--- config.mk ---
export PLATFORM = sky130hd
export DESIGN_NAME = seq_divider_flat
export DESIGN_NICKNAME = d
export VERILOG_FILES = /design/src/rtl/seq_divider_if.sv /design/src/rtl/seq_divider.sv /design/src/flat_wrapper.sv
export SDC_FILE = /design/constraint.sdc
export NUM_CORES = 1
export LEC_CHECK = 0
export ABC_AREA = 1
export BUFFER_PORTS_ARGS = -buffer_cell sky130_fd_sc_hd__buf_2
export CORE_MARGIN = 3
export CORE_UTILIZATION = 55
export CTS_BUF_LIST = sky130_fd_sc_hd__clkbuf_8 sky130_fd_sc_hd__clkbuf_16
export CTS_CLUSTER_DIAMETER = 150
export CTS_CLUSTER_SIZE = 28
export DETAILED_ROUTE_END_ITERATION = 12
export PLACE_DENSITY_LB_ADDON = 0.3
export SYNTH_ARGS = -nofsm -noshare
export SYNTH_HDL_FRONTEND = slang
export SYNTH_SLANG_ARGS = --single-unit
--- constraint.sdc ---
create_clock -name clk -period 3.1 [get_ports clk]
set_input_delay 0.465 -clock clk [delete_from_list [all_inputs] [get_ports clk]]
set_output_delay 0.465 -clock clk [all_outputs]
set_load 0.01 [all_outputs]
--- src/rtl/seq_divider_if.sv ---
// Operand/result bundle for the sequential divider; the divider core sits on the slave side.
interface seq_divider_if #(
    parameter int N = 32
);
    logic         start;
    logic [N-1:0] dividend;
    logic [N-1:0] divisor;
    logic         busy;
    logic         done;
    logic [N-1:0] quotient;
    logic [N-1:0] remainder;
    logic         div_by_zero;

    modport master (
        output start, dividend, divisor,
        input  busy, done, quotient, remainder, div_by_zero
    );

    modport slave (
        input  start, dividend, divisor,
        output busy, done, quotient, remainder, div_by_zero
    );
endinterface

--- src/rtl/seq_divider.sv ---
// Unsigned radix-2 restoring divider: one trial subtraction per clock, MSB first, N iterations per operation.
// The N parameter must match the N of the connected seq_divider_if.
module seq_divider #(
    parameter int N = 32
) (
    input  logic          clk,
    input  logic          rst,
    seq_divider_if.slave  bus
);
    localparam int CW = $clog2(N);

    localparam logic [1:0] S_IDLE = 2'd0;
    localparam logic [1:0] S_RUN  = 2'd1;
    localparam logic [1:0] S_DONE = 2'd2;

    logic [1:0]    state_q, state_d;
    logic [N-1:0]  shift_q, shift_d;
    logic [N-1:0]  div_q, div_d;
    logic [N:0]    part_q, part_d;
    logic [CW-1:0] cnt_q, cnt_d;
    logic [N-1:0]  quot_q, quot_d;
    logic [N-1:0]  rem_q, rem_d;
    logic          dbz_q, dbz_d;

    logic [N:0]    shifted;
    logic [N:0]    trial;
    logic          fits;

    always_comb begin
        shifted = {part_q[N-1:0], shift_q[N-1]};
        trial   = shifted - {1'b0, div_q};
        fits    = ~trial[N];

        state_d = state_q;
        shift_d = shift_q;
        div_d   = div_q;
        part_d  = part_q;
        cnt_d   = cnt_q;
        quot_d  = quot_q;
        rem_d   = rem_q;
        dbz_d   = dbz_q;

        case (state_q)
            S_IDLE, S_DONE: begin
                state_d = S_IDLE;
                if (bus.start) begin
                    if (bus.divisor != '0) begin
                        shift_d = bus.dividend;
                        div_d   = bus.divisor;
                        part_d  = '0;
                        cnt_d   = '0;
                        dbz_d   = 1'b0;
                        state_d = S_RUN;
                    end else begin
                        // Division by zero skips iteration and reports the conventional all-ones quotient.
                        quot_d  = '1;
                        rem_d   = bus.dividend;
                        dbz_d   = 1'b1;
                        state_d = S_DONE;
                    end
                end
            end
            S_RUN: begin
                part_d  = fits ? trial : shifted;
                shift_d = {shift_q[N-2:0], fits};
                cnt_d   = cnt_q + 1'b1;
                if (cnt_q == CW'(N - 1)) begin
                    quot_d  = {shift_q[N-2:0], fits};
                    rem_d   = fits ? trial[N-1:0] : shifted[N-1:0];
                    state_d = S_DONE;
                end
            end
            default: state_d = S_IDLE;
        endcase
    end

    always_ff @(posedge clk) begin
        if (rst) begin
            state_q <= S_IDLE;
            shift_q <= '0;
            div_q   <= '0;
            part_q  <= '0;
            cnt_q   <= '0;
            quot_q  <= '0;
            rem_q   <= '0;
            dbz_q   <= 1'b0;
        end else begin
            state_q <= state_d;
            shift_q <= shift_d;
            div_q   <= div_d;
            part_q  <= part_d;
            cnt_q   <= cnt_d;
            quot_q  <= quot_d;
            rem_q   <= rem_d;
            dbz_q   <= dbz_d;
        end
    end

    assign bus.busy        = (state_q == S_RUN);
    assign bus.done        = (state_q == S_DONE);
    assign bus.quotient    = quot_q;
    assign bus.remainder   = rem_q;
    assign bus.div_by_zero = dbz_q;
endmodule
--- src/flat_wrapper.sv ---
// flat-port wrapper written by rule: the top's interface ports become plain ports
module seq_divider_flat 
#(
    parameter int N = 32
)
  (clk, rst, bus_start, bus_dividend, bus_divisor, bus_busy, bus_done, bus_quotient, bus_remainder, bus_div_by_zero);
  seq_divider_if #(.N(N)) bus_i ();
  input  logic clk;
  input  logic rst;
  input wire logic [$bits(bus_i.start)-1:0] bus_start;
  input wire logic [$bits(bus_i.dividend)-1:0] bus_dividend;
  input wire logic [$bits(bus_i.divisor)-1:0] bus_divisor;
  output wire logic [$bits(bus_i.busy)-1:0] bus_busy;
  output wire logic [$bits(bus_i.done)-1:0] bus_done;
  output wire logic [$bits(bus_i.quotient)-1:0] bus_quotient;
  output wire logic [$bits(bus_i.remainder)-1:0] bus_remainder;
  output wire logic [$bits(bus_i.div_by_zero)-1:0] bus_div_by_zero;
  assign bus_i.start = bus_start;
  assign bus_i.dividend = bus_dividend;
  assign bus_i.divisor = bus_divisor;
  assign bus_busy = bus_i.busy;
  assign bus_done = bus_i.done;
  assign bus_quotient = bus_i.quotient;
  assign bus_remainder = bus_i.remainder;
  assign bus_div_by_zero = bus_i.div_by_zero;
  seq_divider #(.N(N)) u_core (.clk(clk), .rst(rst), .bus(bus_i));
endmodule
==> out/qor.log <==
qor: run_status.outcome complete, no violations
qor: sta.finalCritPeriodShare 0.880
qor: placed_design.inst_count_dp 1965
qor: worst_setup_path.path_max_fanout 33
qor: hold_path.hold_path_class primary input to flop
qor: layout.mostFrequentLayoutCells nand2_1, inv_1, nand3_1
qor: layout.antenna-diode-count 0
qor: layout.layout-area-overhead-vs-synth 13.2%
qor: worst_setup_path.worst_ep_arrival_time 3.11 ns
qor: detailed_routing.routed_via_density 5.32
qor: sta.finalSetupViolCount 0
qor: worst_setup_path.worst_ep_required_time 3.48 ns
qor: worst_setup_path.timing.setup.critical_path_class flop to flop
qor: sta.period_minus_slack 2.73 ns
qor: cts.cts.reportedPaths.clkPinSlew 0.07 ns
qor: detailed_routing.final_routed_wire_length_divided_by_cell_count 14.6 µm
qor: cts.cts_max_path_buffers 2
qor: worst_setup_path.worstSetupEndpointType flop
qor: logic_synthesis.synthesis.instances 1667
qor: logic_synthesis.synth_seq_cells 168
qor: sta.finalHoldViolCount 0
qor: detailed_routing.totalWireLength 29100 µm
qor: logic_synthesis.netlist_area 0.0105 mm²
qor: layout.most_common_cell_after_layout_fill_and_taps_aside nand2_1
qor: run.maxCapViolCount 0
qor: pwr.cellLeakagePower 6.44 nW
qor: pwr.p_per_area 508 mW/mm²
qor: pwr.max-vdd-ir-drop 0.355 mV
qor: global_route.grt_start_max_net_pins 106
qor: pwr.total_power 6.03 mW
qor: logic_synthesis.postSynth.topFlopCell dfxtp_1
qor: floorplanning.floorplan.initialDensity 0.572
qor: logic_synthesis.synth_enable_flop_cells 0
qor: worst_setup_path.critical_path.startpoint_type flop
qor: layout.share_of_cells_above_drive_strength_1 0.150
qor: floorplanning.design.die.area 0.0208 mm²
qor: cts.postCtsHoldBufs 0
qor: detailed_routing.dr.first_iter.drc_count 1099
qor: cts.worstSkewPairLatency 0.44 ns
qor: layout.final.fill_count 1668
qor: floorplanning.dieWidth 144 µm
qor: placed_design.gpl.final_weighted_congestion 0.987
qor: sta.timing_worst_slew_pin_value 0.790 ns
qor: sta.fin_worst_skew 0.0103 ns
qor: sta.tightest_slew_margin_relative_to_the_limit 0.473
qor: logic_synthesis.synth_nets 1769
qor: detailed_routing.number_of_nets_with_antenna_violations_after_detailed_routing 0
qor: cts.cts_root_buf clkbuf_16
qor: sta.postLayoutSetupSlackWorst 0.373 ns
qor: logic_synthesis.async_set_or_reset_flop_fraction_in_the_synthesized_netlist 0
qor: global_route.grt_first_pass_wirelength 47300 µm
qor: logic_synthesis.sequential_element_share_of_the_synthesized_area 0.321
qor: sta.drv_slew 0
qor: global_route.grt_use_total 0.283
qor: detailed_routing.drcViolationCount 0
qor: placed_design.placement.io_buffers 133
qor: worst_setup_path.regToRegSetupSlack 0.37 ns
qor: sta.rsz0062_at_grt false
qor: floorplanning.rows 49
qor: detailed_routing.drt-pass1-iter-count 6
qor: layout.finalNonFillerCells 1996
qor: cts.cts.htree.levels 4
qor: placed_design.dp_hpwl 21100 µm
qor: cts.postCtsResizedCells 0
qor: floorplanning.die_height 144 µm
qor: placed_design.dpl_worst_slack 0.312 ns
qor: floorplanning.core_area 0.0183 mm²
qor: cts.cts_tree yes
qor: logic_synthesis.synthDistinctLibCells 34
qor: sta.setup_total_negative_slack 0 ns
qor: logic_synthesis.synth_warnings 0
qor: global_route.antenna_found_initial 0
qor: cts.tritoncts.num_buffers 17
qor: cts.cts_setup_buffers 0
qor: global_route.first_global_vias 9508
qor: detailed_routing.routed-via-count 10600
qor: cts.cts.sink_count 168
qor: global_route.global_route.overflow_total 0
qor: logic_synthesis.postSynthAreaPerCell 6.29 µm²
qor: sta.fmax 367 MHz
qor: floorplanning.ioPinCount 134
qor: layout.final_net_count 1857
cells in the mapped netlist, types with 15 or more instances:
| cell | n | share of area |
|---|---|---|
| dfxtp_1 | 168 | 0.32 |
| nand3_2 | 57 | 0.054 |
| inv_1 | 302 | 0.11 |
| xor2_1 | 15 | 0.013 |
| nor3_1 | 70 | 0.033 |
| nor2_1 | 140 | 0.050 |
| nand3_1 | 171 | 0.082 |
| clkbuf_1 | 38 | 0.014 |
| o21ai_0 | 34 | 0.016 |
| buf_2 | 28 | 0.013 |
| nand2_1 | 426 | 0.15 |
| ha_1 | 34 | 0.041 |
| a21oi_1 | 115 | 0.055 |
cells by family after synthesis:
group / count (synthesis) / synth area share
and+or+nand+nor: 903 / 0.397
buffers and inverters: 390 / 0.152
DFF: 168 / 0.321
AOI/OAI and AO/OA: 156 / 0.0761
adders and majority gates: 35 / 0.0425
xor gates and xnor gates: 15 / 0.0125
flip-flops by register name (all words and copies together) (netlist names):
name / count
u_core.bus.div_by_zero: 1
u_core.bus.quotient: 32
u_core.bus.remainder: 32
u_core.cnt_q: 5
u_core.div_q: 32
u_core.part_q: 32
u_core.shift_q: 32
u_core.state_q: 2
layout make-up:
| type | count | area [µm²] | share of cell area |
|---|---|---|---|
| sequential | 168 | 3360 | 0.283 |
| tap | 229 | 287 | 0.0241 |
| clock inverter | 14 | 235 | 0.0198 |
| inverter | 311 | 1170 | 0.0983 |
| clock buffer | 17 | 425 | 0.0358 |
| multi-input combinational | 1109 | 5550 | 0.468 |
| timing repair buffer | 148 | 841 | 0.0708 |
report_power, final:
part           leakage, nW  internal, mW  switching (mW)  total, mW
clock                0.321          1.46           0.981       2.44
combinational         4.74         0.378           0.829       1.21
sequential            1.38          2.30          0.0851       2.39
routing by layer:
layer / wire [µm] / GRT usage / up-vias
li1: - / - / 5370
met1: 13400 / 0.407 / 4839
met2: 13000 / 0.439 / 367
met3: 2160 / 0.0427 / 34
met4: 554 / 0.0828 / 0
met5: 0 / 0 / -
per-stage QoR:
| step | area (µm²) | hold WS, ns | utilization |
|---|---|---|---|
| after floorplan | 10500 | 0.433 | - |
| after global placement | 11200 | 0.448 | 0.611 |
| after detailed placement | 11200 | 0.457 | 0.611 |
| after CTS | 11900 | 0.318 | 0.648 |
| after global routing | 11900 | 0.345 | 0.648 |
| final | 11900 | 0.326 | 0.648 |
critical path, cell delays in order (launching register included):
cell	delay, ns
dfxtp_1	0.34
inv_1	0.06
ha_1	0.14
inv_1	0.08
fa_1	0.41
nand2_1	0.09
nand2_1	0.11
nand3_2	0.09
nand2_2	0.09
nand2_1	0.09
nand2_2	0.07
nand2_2	0.09
nand3_1	0.12
nand2_4	0.45
nand3_1	0.19
nand3_1	0.13
nand2_1	0.06
inv_1	0.05
final timing paths:
check | cells past startpoint | to | startpoint
hold / removal | 3 | u_core.div_q[4] | bus_divisor[4]
setup reg to reg | 17 | u_core.bus.remainder[2] | u_core.shift_q[31]
hold reg to reg | 2 | u_core.div_q[7] | u_core.div_q[7]
setup / recovery | 17 | u_core.bus.remainder[2] | u_core.shift_q[31]
Note: power is estimated with default switching activity, not from simulation.
